File: src/rtl/paddle_ctrl_multi.sv
`default_nettype none
// ============================================================================
// Module   : paddle_ctrl_multi
// Purpose  : N-channel paddle controller. Debounced buttons drive saturating
//            positions on a shared move tick, with optional acceleration.
// Revision : 1.0 - initial release
// ============================================================================
module paddle_ctrl_multi #(
  parameter int N           = 2,
  parameter int W           = 9,
  parameter int SCREEN_H    = 480,
  parameter int PAD_H       = 100,
  parameter int TICK_DIV    = 100000,
  parameter int DEB_CYCLES  = 4,
  parameter int ACCEL_EN    = 1,
  parameter int STEP_MIN    = 1,
  parameter int STEP_MAX    = 4,
  parameter int ACCEL_TICKS = 8
) (
  input  logic           clk,
  input  logic           reset,
  input  logic           enable,
  input  logic           recenter,
  input  logic [N-1:0]   btn_up,
  input  logic [N-1:0]   btn_down,
  output logic [N*W-1:0] coord,
  output logic [N-1:0]   at_top,
  output logic [N-1:0]   at_bottom,
  output logic           move_tick
);

  localparam int MAXPOS = SCREEN_H - PAD_H;
  localparam int CENTER = MAXPOS / 2;
  localparam int TW     = (TICK_DIV > 1) ? $clog2(TICK_DIV) : 1;
  localparam int DW     = (DEB_CYCLES > 1) ? $clog2(DEB_CYCLES) : 1;
  localparam int SW     = $clog2(STEP_MAX + 1);
  localparam int HW     = (ACCEL_TICKS > 1) ? $clog2(ACCEL_TICKS) : 1;
  localparam logic [W:0] MAXPOS_X = (W+1)'(MAXPOS);

  typedef enum logic [1:0] {
    DIR_IDLE = 2'd0,
    DIR_UP   = 2'd1,
    DIR_DOWN = 2'd2
  } dir_e;

  // Up buttons occupy the low N bits, down buttons the high N bits.
  logic [2*N-1:0] raw;
  logic [2*N-1:0] sync1_q, sync1_d, sync2_q, sync2_d;
  logic [2*N-1:0] deb;

  assign raw = {btn_down, btn_up};

  always_comb begin
    sync1_d = raw;
    sync2_d = sync1_q;
  end

  always_ff @(posedge clk) begin
    if (!reset) begin
      sync1_q <= '0;
      sync2_q <= '0;
    end else begin
      sync1_q <= sync1_d;
      sync2_q <= sync2_d;
    end
  end

  for (genvar b = 0; b < 2*N; b++) begin : g_deb
    logic          lvl_q, lvl_d;
    logic [DW-1:0] cnt_q, cnt_d;

    always_comb begin
      lvl_d = lvl_q;
      cnt_d = '0;
      if (sync2_q[b] != lvl_q) begin
        if (cnt_q == DW'(DEB_CYCLES - 1)) lvl_d = sync2_q[b];
        else                              cnt_d = cnt_q + DW'(1);
      end
    end

    always_ff @(posedge clk) begin
      if (!reset) begin
        lvl_q <= 1'b0;
        cnt_q <= '0;
      end else begin
        lvl_q <= lvl_d;
        cnt_q <= cnt_d;
      end
    end

    assign deb[b] = lvl_q;
  end

  logic [TW-1:0] tick_cnt_q, tick_cnt_d;
  logic          move_tick_q, move_tick_d;

  always_comb begin
    move_tick_d = (tick_cnt_q == TW'(TICK_DIV - 1));
    tick_cnt_d  = move_tick_d ? '0 : tick_cnt_q + TW'(1);
  end

  always_ff @(posedge clk) begin
    if (!reset) begin
      tick_cnt_q  <= '0;
      move_tick_q <= 1'b0;
    end else begin
      tick_cnt_q  <= tick_cnt_d;
      move_tick_q <= move_tick_d;
    end
  end

  assign move_tick = move_tick_q;

  for (genvar i = 0; i < N; i++) begin : g_ch
    logic [W-1:0]  coord_q, coord_d;
    logic [SW-1:0] step;
    logic [W:0]    cur, step_x, sum;
    dir_e          dir;

    always_comb begin
      dir = DIR_IDLE;
      if (deb[i] && !deb[N+i])      dir = DIR_UP;
      else if (deb[N+i] && !deb[i]) dir = DIR_DOWN;
    end

    // One spare bit keeps both the clamp compare and the subtract wrap-free.
    always_comb begin
      cur     = {1'b0, coord_q};
      step_x  = (W+1)'(step);
      sum     = cur + step_x;
      coord_d = coord_q;
      if (recenter) begin
        coord_d = W'(CENTER);
      end else if (move_tick_q && enable) begin
        case (dir)
          DIR_UP:   coord_d = (sum > MAXPOS_X) ? W'(MAXPOS) : sum[W-1:0];
          DIR_DOWN: coord_d = (cur >= step_x) ? (coord_q - step_x[W-1:0]) : '0;
          default:  coord_d = coord_q;
        endcase
      end
    end

    always_ff @(posedge clk) begin
      if (!reset) coord_q <= W'(CENTER);
      else        coord_q <= coord_d;
    end

    if (ACCEL_EN != 0) begin : g_accel
      logic [SW-1:0] step_q, step_d;
      logic [HW-1:0] hold_q, hold_d;
      dir_e          last_dir_q, last_dir_d;

      always_comb begin
        step_d     = step_q;
        hold_d     = hold_q;
        last_dir_d = last_dir_q;
        if (recenter || (move_tick_q && !enable)) begin
          step_d     = SW'(STEP_MIN);
          hold_d     = '0;
          last_dir_d = DIR_IDLE;
        end else if (move_tick_q) begin
          last_dir_d = dir;
          if ((dir == last_dir_q) && (dir != DIR_IDLE)) begin
            if (hold_q == HW'(ACCEL_TICKS - 1)) begin
              hold_d = '0;
              if (step_q < SW'(STEP_MAX)) step_d = step_q + SW'(1);
            end else begin
              hold_d = hold_q + HW'(1);
            end
          end else begin
            step_d = SW'(STEP_MIN);
            hold_d = '0;
          end
        end
      end

      always_ff @(posedge clk) begin
        if (!reset) begin
          step_q     <= SW'(STEP_MIN);
          hold_q     <= '0;
          last_dir_q <= DIR_IDLE;
        end else begin
          step_q     <= step_d;
          hold_q     <= hold_d;
          last_dir_q <= last_dir_d;
        end
      end

      assign step = step_q;
    end else begin : g_fixed
      assign step = SW'(STEP_MIN);
    end

    assign coord[i*W +: W] = coord_q;
    assign at_top[i]       = (coord_q == W'(MAXPOS));
    assign at_bottom[i]    = (coord_q == '0);
  end

endmodule
`default_nettype wire

File: config.mk
export PLATFORM = sky130hd
export DESIGN_NAME = paddle_ctrl_multi
export DESIGN_NICKNAME = d
export VERILOG_FILES = /design/src/rtl/paddle_ctrl_multi.sv
export SDC_FILE = /design/constraint.sdc
export NUM_CORES = 1
export LEC_CHECK = 0
export BUFFER_PORTS_ARGS = -buffer_cell sky130_fd_sc_hd__clkbuf_2
export CAP_MARGIN = 25
export CORE_UTILIZATION = 51
export CTS_CLUSTER_SIZE = 20
export DETAILED_ROUTE_END_ITERATION = 8
export PLACE_DENSITY = 0.69
export SLEW_MARGIN = 15
export SYNTH_ARGS = -nofsm -noshare
export SYNTH_HDL_FRONTEND = slang
export SYNTH_SLANG_ARGS = --single-unit
File: constraint.sdc
create_clock -name clk -period 3.5 [get_ports clk]
set_clock_uncertainty 0.2 [all_clocks]
set_input_delay 0.525 -clock clk [delete_from_list [all_inputs] [get_ports clk]]
set_output_delay 0.525 -clock clk [all_outputs]
set_load 0.02 [all_outputs]
==> impl_metrics.ini, run 1 <==
[synthesis]
synth.area.top_cells = dfxtp_1, ha_1, xor2_1
ys.flop_type = dfxtp_1
syn_inst = 510
synth_seq_area_share = 0.334
synth_area_leader_cell = dfxtp_1
yosysTopAreaCellShare = 0.334
ys_types = 65
synth_edf_count = 0
synth-seq-cells = 72
synth_warnings = 0
async_reset_ff_frac = 0
syn_area_per_cell_um2 = 8.45
synth_area_um2 = 4310
syn-num-nets = 549

[placement]
gp_congestion = 0.919
placed_area_um2 = 4550
port_buffers = 30
dp_slack_ps = 628
placed_cells = 628
dp_hpwl_mm = 7.06

[pwr]
p_leak_nw = 1.84
power_per_cell_area_nw_per_um2 = 341
max-vdd-ir-drop_mv = 0.282
total_power_mw = 1.63

[global_routing]
grt.total_usage = 0.236
grt_overflow_total = 0
grt_pass1_vias = 3480
grt_antenna_before_repair = 0
grt_first_pass_wirelength_mm = 16.4
grt_max_degree = 28

[clocking]
ctsHtreeMaxLevel = 3
cts_sinks = 72
postCtsSetupBuffers = 0
clockBufferDepth = 2
numCtsBuffers = 9
root_buffer = clkbuf_8
clkTransAtPathRegs_ps = 90
cts_resized = 0
clk_latency_ps = 360
holdBufCountCts = 0
cts_tree = built

[sta]
worstMarginPinSlew_ps = 674
drv_slew = 0
rsz0062_at_grt = no
min_period_ps = 2910
setup_violations = 0
hold_slack_ps = 174
relSlewSlack = 0.548
hold_viol = 0
final.setup.worst_slack_ps = 587
timing.final.crit_share = 0.832
finalSetupTns_ps = 0
max_freq_mhz = 343

[route]
routed_wl_mm = 9.73
antenna_left = 0
vias = 3812
viasPerCell = 5.92
firstDrtPassIters = 5
drtIter0Drc = 144
wl_per_cell_um = 15.1
route.detailed.drc = 0

[worst_setup_path]
required_ps = 3550
r2r_slack_ps = 590
timing.rr.start = g_ch[0].coord_q[1]
critPathLaunchType = flip-flop
r2r_cells = 8
regToRegEndpoint = g_ch[0].coord_q[4]
path_max_fanout = 7
crit_arrival_ps = 2960
path_class = flip-flop to flip-flop
critPathCaptureType = flip-flop

[cells_and_area]
final_area_um2 = 4770
drive_gt1_frac = 0.121
area_growth_syn_to_layout_pct = 10.8
instances_no_fill = 644
antenna_cells = 0
final_common_cell = dfxtp_1
post-route-util = 0.581
most-common-layout-cells = dfxtp_1, nor2_1, nand2_1, clkbuf_2, ha_1
final_nets = 573

[worst_hold_path]
holdCritPathClass = primary input to flip-flop
hold_path_end = sync1_q[3]
hold_depth = 2
min_from = btn_down[1]

[floorplan]
fp.dieH_um = 93.9
fp.dieArea_um2 = 8820
chipWidth_um = 93.9
initial_core_util = 0.525
rows = 33
io_pins = 31
core_um2 = 8220

[status]
status = finished clean

[job]
cap_violations = 0
## power breakdown
group | switching, mW | internal, mW
logic | 0.0198 | 0.0137
registers | 0.00499 | 0.827
clock network | 0.352 | 0.409
## kinds of logic (layout without fill, tap and decap cells)
kind of cell	after synthesis	count (layout)	synth area share
flops	72	72	0.334
simple gates	202	202	0.252
xor+xnor	35	35	0.0711
compound gates	106	106	0.170
fa+ha+maj	31	31	0.0970
buf+inv	52	81	0.0473
mux	12	12	0.0282
## worst max path at each step
stage | from | endpoint | depth (start not counted)
2_1_floorplan | g_ch[0].coord_q[1] | g_ch[0].coord_q[0] | 8
5_1_grt | g_ch[0].coord_q[0] | g_ch[0].coord_q[3] | 10
4_1_cts | g_ch[0].coord_q[1] | g_ch[0].coord_q[2] | 8
6_report | g_ch[0].coord_q[1] | g_ch[0].coord_q[4] | 8
3_5_place_dp | g_ch[0].coord_q[1] | g_ch[0].coord_q[4] | 8
3_3_place_gp | g_ch[0].coord_q[0] | g_ch[0].coord_q[4] | 9
## metal layers
| metal | up-vias | track usage | routed length, um |
|---|---|---|---|
| met2 | 107 | 0.383 | 4620 |
| met5 | - | 0 | 0 |
| met4 | 0 | 0.117 | 268 |
| li1 | 1893 | - | - |
| met1 | 1785 | 0.306 | 4380 |
| met3 | 27 | 0.0332 | 456 |
## flip-flops by register name, summed over array words and instances (netlist names)
name,cells
move_tick,1
sync2_q,4
g_deb.lvl_q,4
tick_cnt_q,17
g_ch.g_accel.last_dir_q,4
g_deb.cnt_q,8
sync1_q,4
g_ch.g_accel.step_q,6
g_ch.g_accel.hold_q,6
g_ch.coord_q,18
## cell type report
type | count | area [um2]
Fill cell | 770 | 3440
Multi-Input combinational cell | 386 | 2670
Sequential cell | 72 | 1440
Timing Repair Buffer | 38 | 210
Tap cell | 105 | 131
Clock buffer | 9 | 124
Clock inverter | 7 | 101
Inverter | 27 | 101
## synthesized netlist by cell type, drive strengths merged (2+ instances only)
cell     count
mux2i       11
nand2b       5
nand4       11
a221oi       7
nor4bb       5
nor2b       11
nand2       30
and2        13
o31ai        5
o311ai       4
inv         26
o21ai       21
or3          8
buf          5
fa           4
o211ai       5
a21oi       25
nor4         8
a211o        4
a211oi       5
a31oi        5
o21bai       2
nand4b       2
a22oi        2
xnor2       14
xor2        21
nor2        46
or2          4
o22ai        2
ha          27
and3         9
a221o        2
nand3       22
a21o         2
and4b        3
nand3b       2
dfxtp       72
clkbuf      20
o21a         2
o2111ai      2
nor3        19
o41ai        2
## worst max-delay path: stages, from the launching register on
cell	delay, ps
dfxtp_1	480
inv_1	130
fa_1	520
o21bai_1	440
a21oi_1	130
a31o_1	260
o31ai_1	250
o41ai_1	110
a221o_1	300
Note: power is estimated with default switching activity, not from simulation.
==> inputs of run 2 (changes only) <==
--- a/config.mk
+++ b/config.mk
@@ -10,7 +10,7 @@
 export CORE_UTILIZATION = 51
 export CTS_CLUSTER_SIZE = 20
 export DETAILED_ROUTE_END_ITERATION = 8
-export PLACE_DENSITY = 0.69
+export PLACE_DENSITY = 0.72
 export SLEW_MARGIN = 15
 export SYNTH_ARGS = -nofsm -noshare
 export SYNTH_HDL_FRONTEND = slang
==> constraint.sdc (replaced) <==
create_clock -name clk -period 2.3 [get_ports clk]
set_clock_uncertainty 0.2 [all_clocks]
set_input_delay 0.345 -clock clk [delete_from_list [all_inputs] [get_ports clk]]
set_output_delay 0.345 -clock clk [all_outputs]
set_load 0.02 [all_outputs]
==> impl_metrics.ini, run 2 (synthesis gave the netlist of run 1 again) <==
[cells_and_area]
instances_no_fill = 736
largest_reg_flops = 18
reg_top3 = g_ch.coord_q (18), tick_cnt_q (17), g_deb.cnt_q (8)
area_growth_syn_to_layout_pct = 37.4
most-common-layout-cells = buf_4, dfxtp_1, nor2_1
final_nets = 665
regMostFlops = g_ch.coord_q
drive_gt1_frac = 0.360
final_area_um2 = 5920
final_common_cell = buf_4
antenna_cells = 0

[worst_setup_path]
critPathCaptureType = output pin
cp.buffers_inverters = 2
critical-path-top-delay-family = simple AND/OR/NAND/NOR gates
max_stage_delay_ps = 460
crit_arrival_ps = 1950
path_class = flip-flop to output pin
worstSetupStartpoint = g_ch[0].coord_q[3]
cp_slowest_cell = or4_4
regToRegEndpoint = g_ch[0].coord_q[2]
worstPathCellList = or3_4 > or4_4 > buf_6 > nor4_4 > buf_4
r2r_cells = 8
required_ps = 1750
critPathLaunchType = flip-flop
r2r_slack_ps = -180
path_max_fanout = 2
timing.rr.start = g_ch[0].coord_q[3]

[global_routing]
grt.total_usage = 0.260
grt_max_degree = 25
grt_pass1_vias = 3973
grt_overflow_total = 0
grt_antenna_before_repair = 0
grt_first_pass_wirelength_mm = 18.0

[clocking]
ctsHtreeMaxLevel = 3
numCtsBuffers = 9
clockBufferDepth = 2
cts_tree = built
root_buffer = clkbuf_8
clkTransAtPathRegs_ps = 80
clk_latency_ps = 350
cts_sinks = 72

[job]
cap_violations = 0

[worst_hold_path]
hold_path_end = move_tick
min_from = reset
holdCritPathClass = primary input to flip-flop
hold_depth = 2

[floorplan]
fp.dieArea_um2 = 8820
io_pins = 31
fp.dieH_um = 93.9
initial_core_util = 0.525
rows = 33
chipWidth_um = 93.9
core_um2 = 8220

[route]
antenna_left = 0
routed_wl_mm = 11.3
drtIter0Drc = 166
vias = 4189
route.detailed.drc = 0
viasPerCell = 5.69
wl_per_cell_um = 15.3
firstDrtPassIters = 6

[placement]
placed_area_um2 = 5250
dp_hpwl_mm = 7.88
placed_cells = 698
dp_slack_ps = -167
gp_congestion = 0.901
port_buffers = 30

[sta]
timing.final.crit_share = 1.08
max_freq_mhz = 401
rsz0062_at_grt = yes
setup_violations = 14
hold_viol = 0
worstMarginPinSlew_ps = 626
final.setup.worst_slack_ps = -194
relSlewSlack = 0.583
drv_slew = 0
min_period_ps = 2490

[pwr]
p_comb_frac = 0.026
p_switching_uw = 569
max-vdd-ir-drop_mv = 0.394
power_per_cell_area_nw_per_um2 = 396
p_leak_nw = 2.35
seqPwrFrac = 0.536
swShare = 0.243
clkPwrFrac = 0.438
internal_power_mw = 1.77

[status]
violations = setup timing
status = complete, but fails checks
## run 2: cell types whose count changed in the layout (fill, tap and decap cells not counted), sizes merged
cell and delta:
buf +89, dlygate4sd3 +4, bufinv -2, clkbuf +2, clkinv +1, clkinvlp -1, inv -1
## run 2: worst register-to-register path: stages (launching register included)
cell	delay (ps)
dfxtp_2	320
or3_4	380
or4_4	460
buf_6	150
o31ai_4	310
buf_4	180
o22ai_2	50
a221oi_2	220
a31oi_1	100
## run 2: how the worst max path moves through the flow
stage / endpoint / slack [ps] / depth (start not counted)
after CTS: at_bottom[0] / -260 / 5
after global placement: g_ch[1].coord_q[8] / -70 / 9
after global routing: at_bottom[0] / -260 / 5
final: at_bottom[0] / -190 / 5
after floorplan: g_ch[0].coord_q[2] / -70 / 8
after detailed placement: g_ch[1].coord_q[4] / -170 / 9
## run 2: metrics by stage
stage	utilization	TNS (ps)	total power, mW	hold slack, ps
6_report	0.721	-1520	2.34	136
4_1_cts	0.692	-1590	2.37	119
2_1_floorplan	-	-163	1.32	205
3_5_place_dp	0.639	-1190	1.34	217
3_3_place_gp	0.639	-492	1.34	212
5_1_grt	0.721	-2540	2.42	131
## run 2: layout make-up
cell class                      count  area, um2
Sequential cell                    72       1490
Clock buffer                       12        166
Multi-Input combinational cell    386       3070
Inverter                           27        104
Clock inverter                      4       33.8
Fill cell                         621       2290
Timing Repair Buffer              130        936
Tap cell                          105        131
## run 2: timing repair
item                                    4_1_cts  5_1_grt
cloned                                        0        0
endpoints found under the setup margin       18       21
endpoints found under the hold margin         4        0
pin swaps                                    24       29
setup buffers                                 7       11
hold buffers                                  4        0
gates resized for setup                      36       36
## run 2: power by group through the flow
stage	clock network, mW	logic, mW	registers, mW
floorplan	0	0.0329	1.29
global placement	0	0.0521	1.29
detailed placement	0	0.0549	1.29
CTS	1.05	0.0601	1.26
global route	1.10	0.0667	1.26
finish	1.03	0.0603	1.26
## run 2: per-layer routing
metal	up-vias	global-route usage	routed length, um	part of all wire
met4	0	0.0987	257	0.023
met2	125	0.442	5560	0.49
met5	-	0	0	0
li1	2080	-	-	-
met1	1955	0.326	4970	0.44
met3	29	0.0445	509	0.045
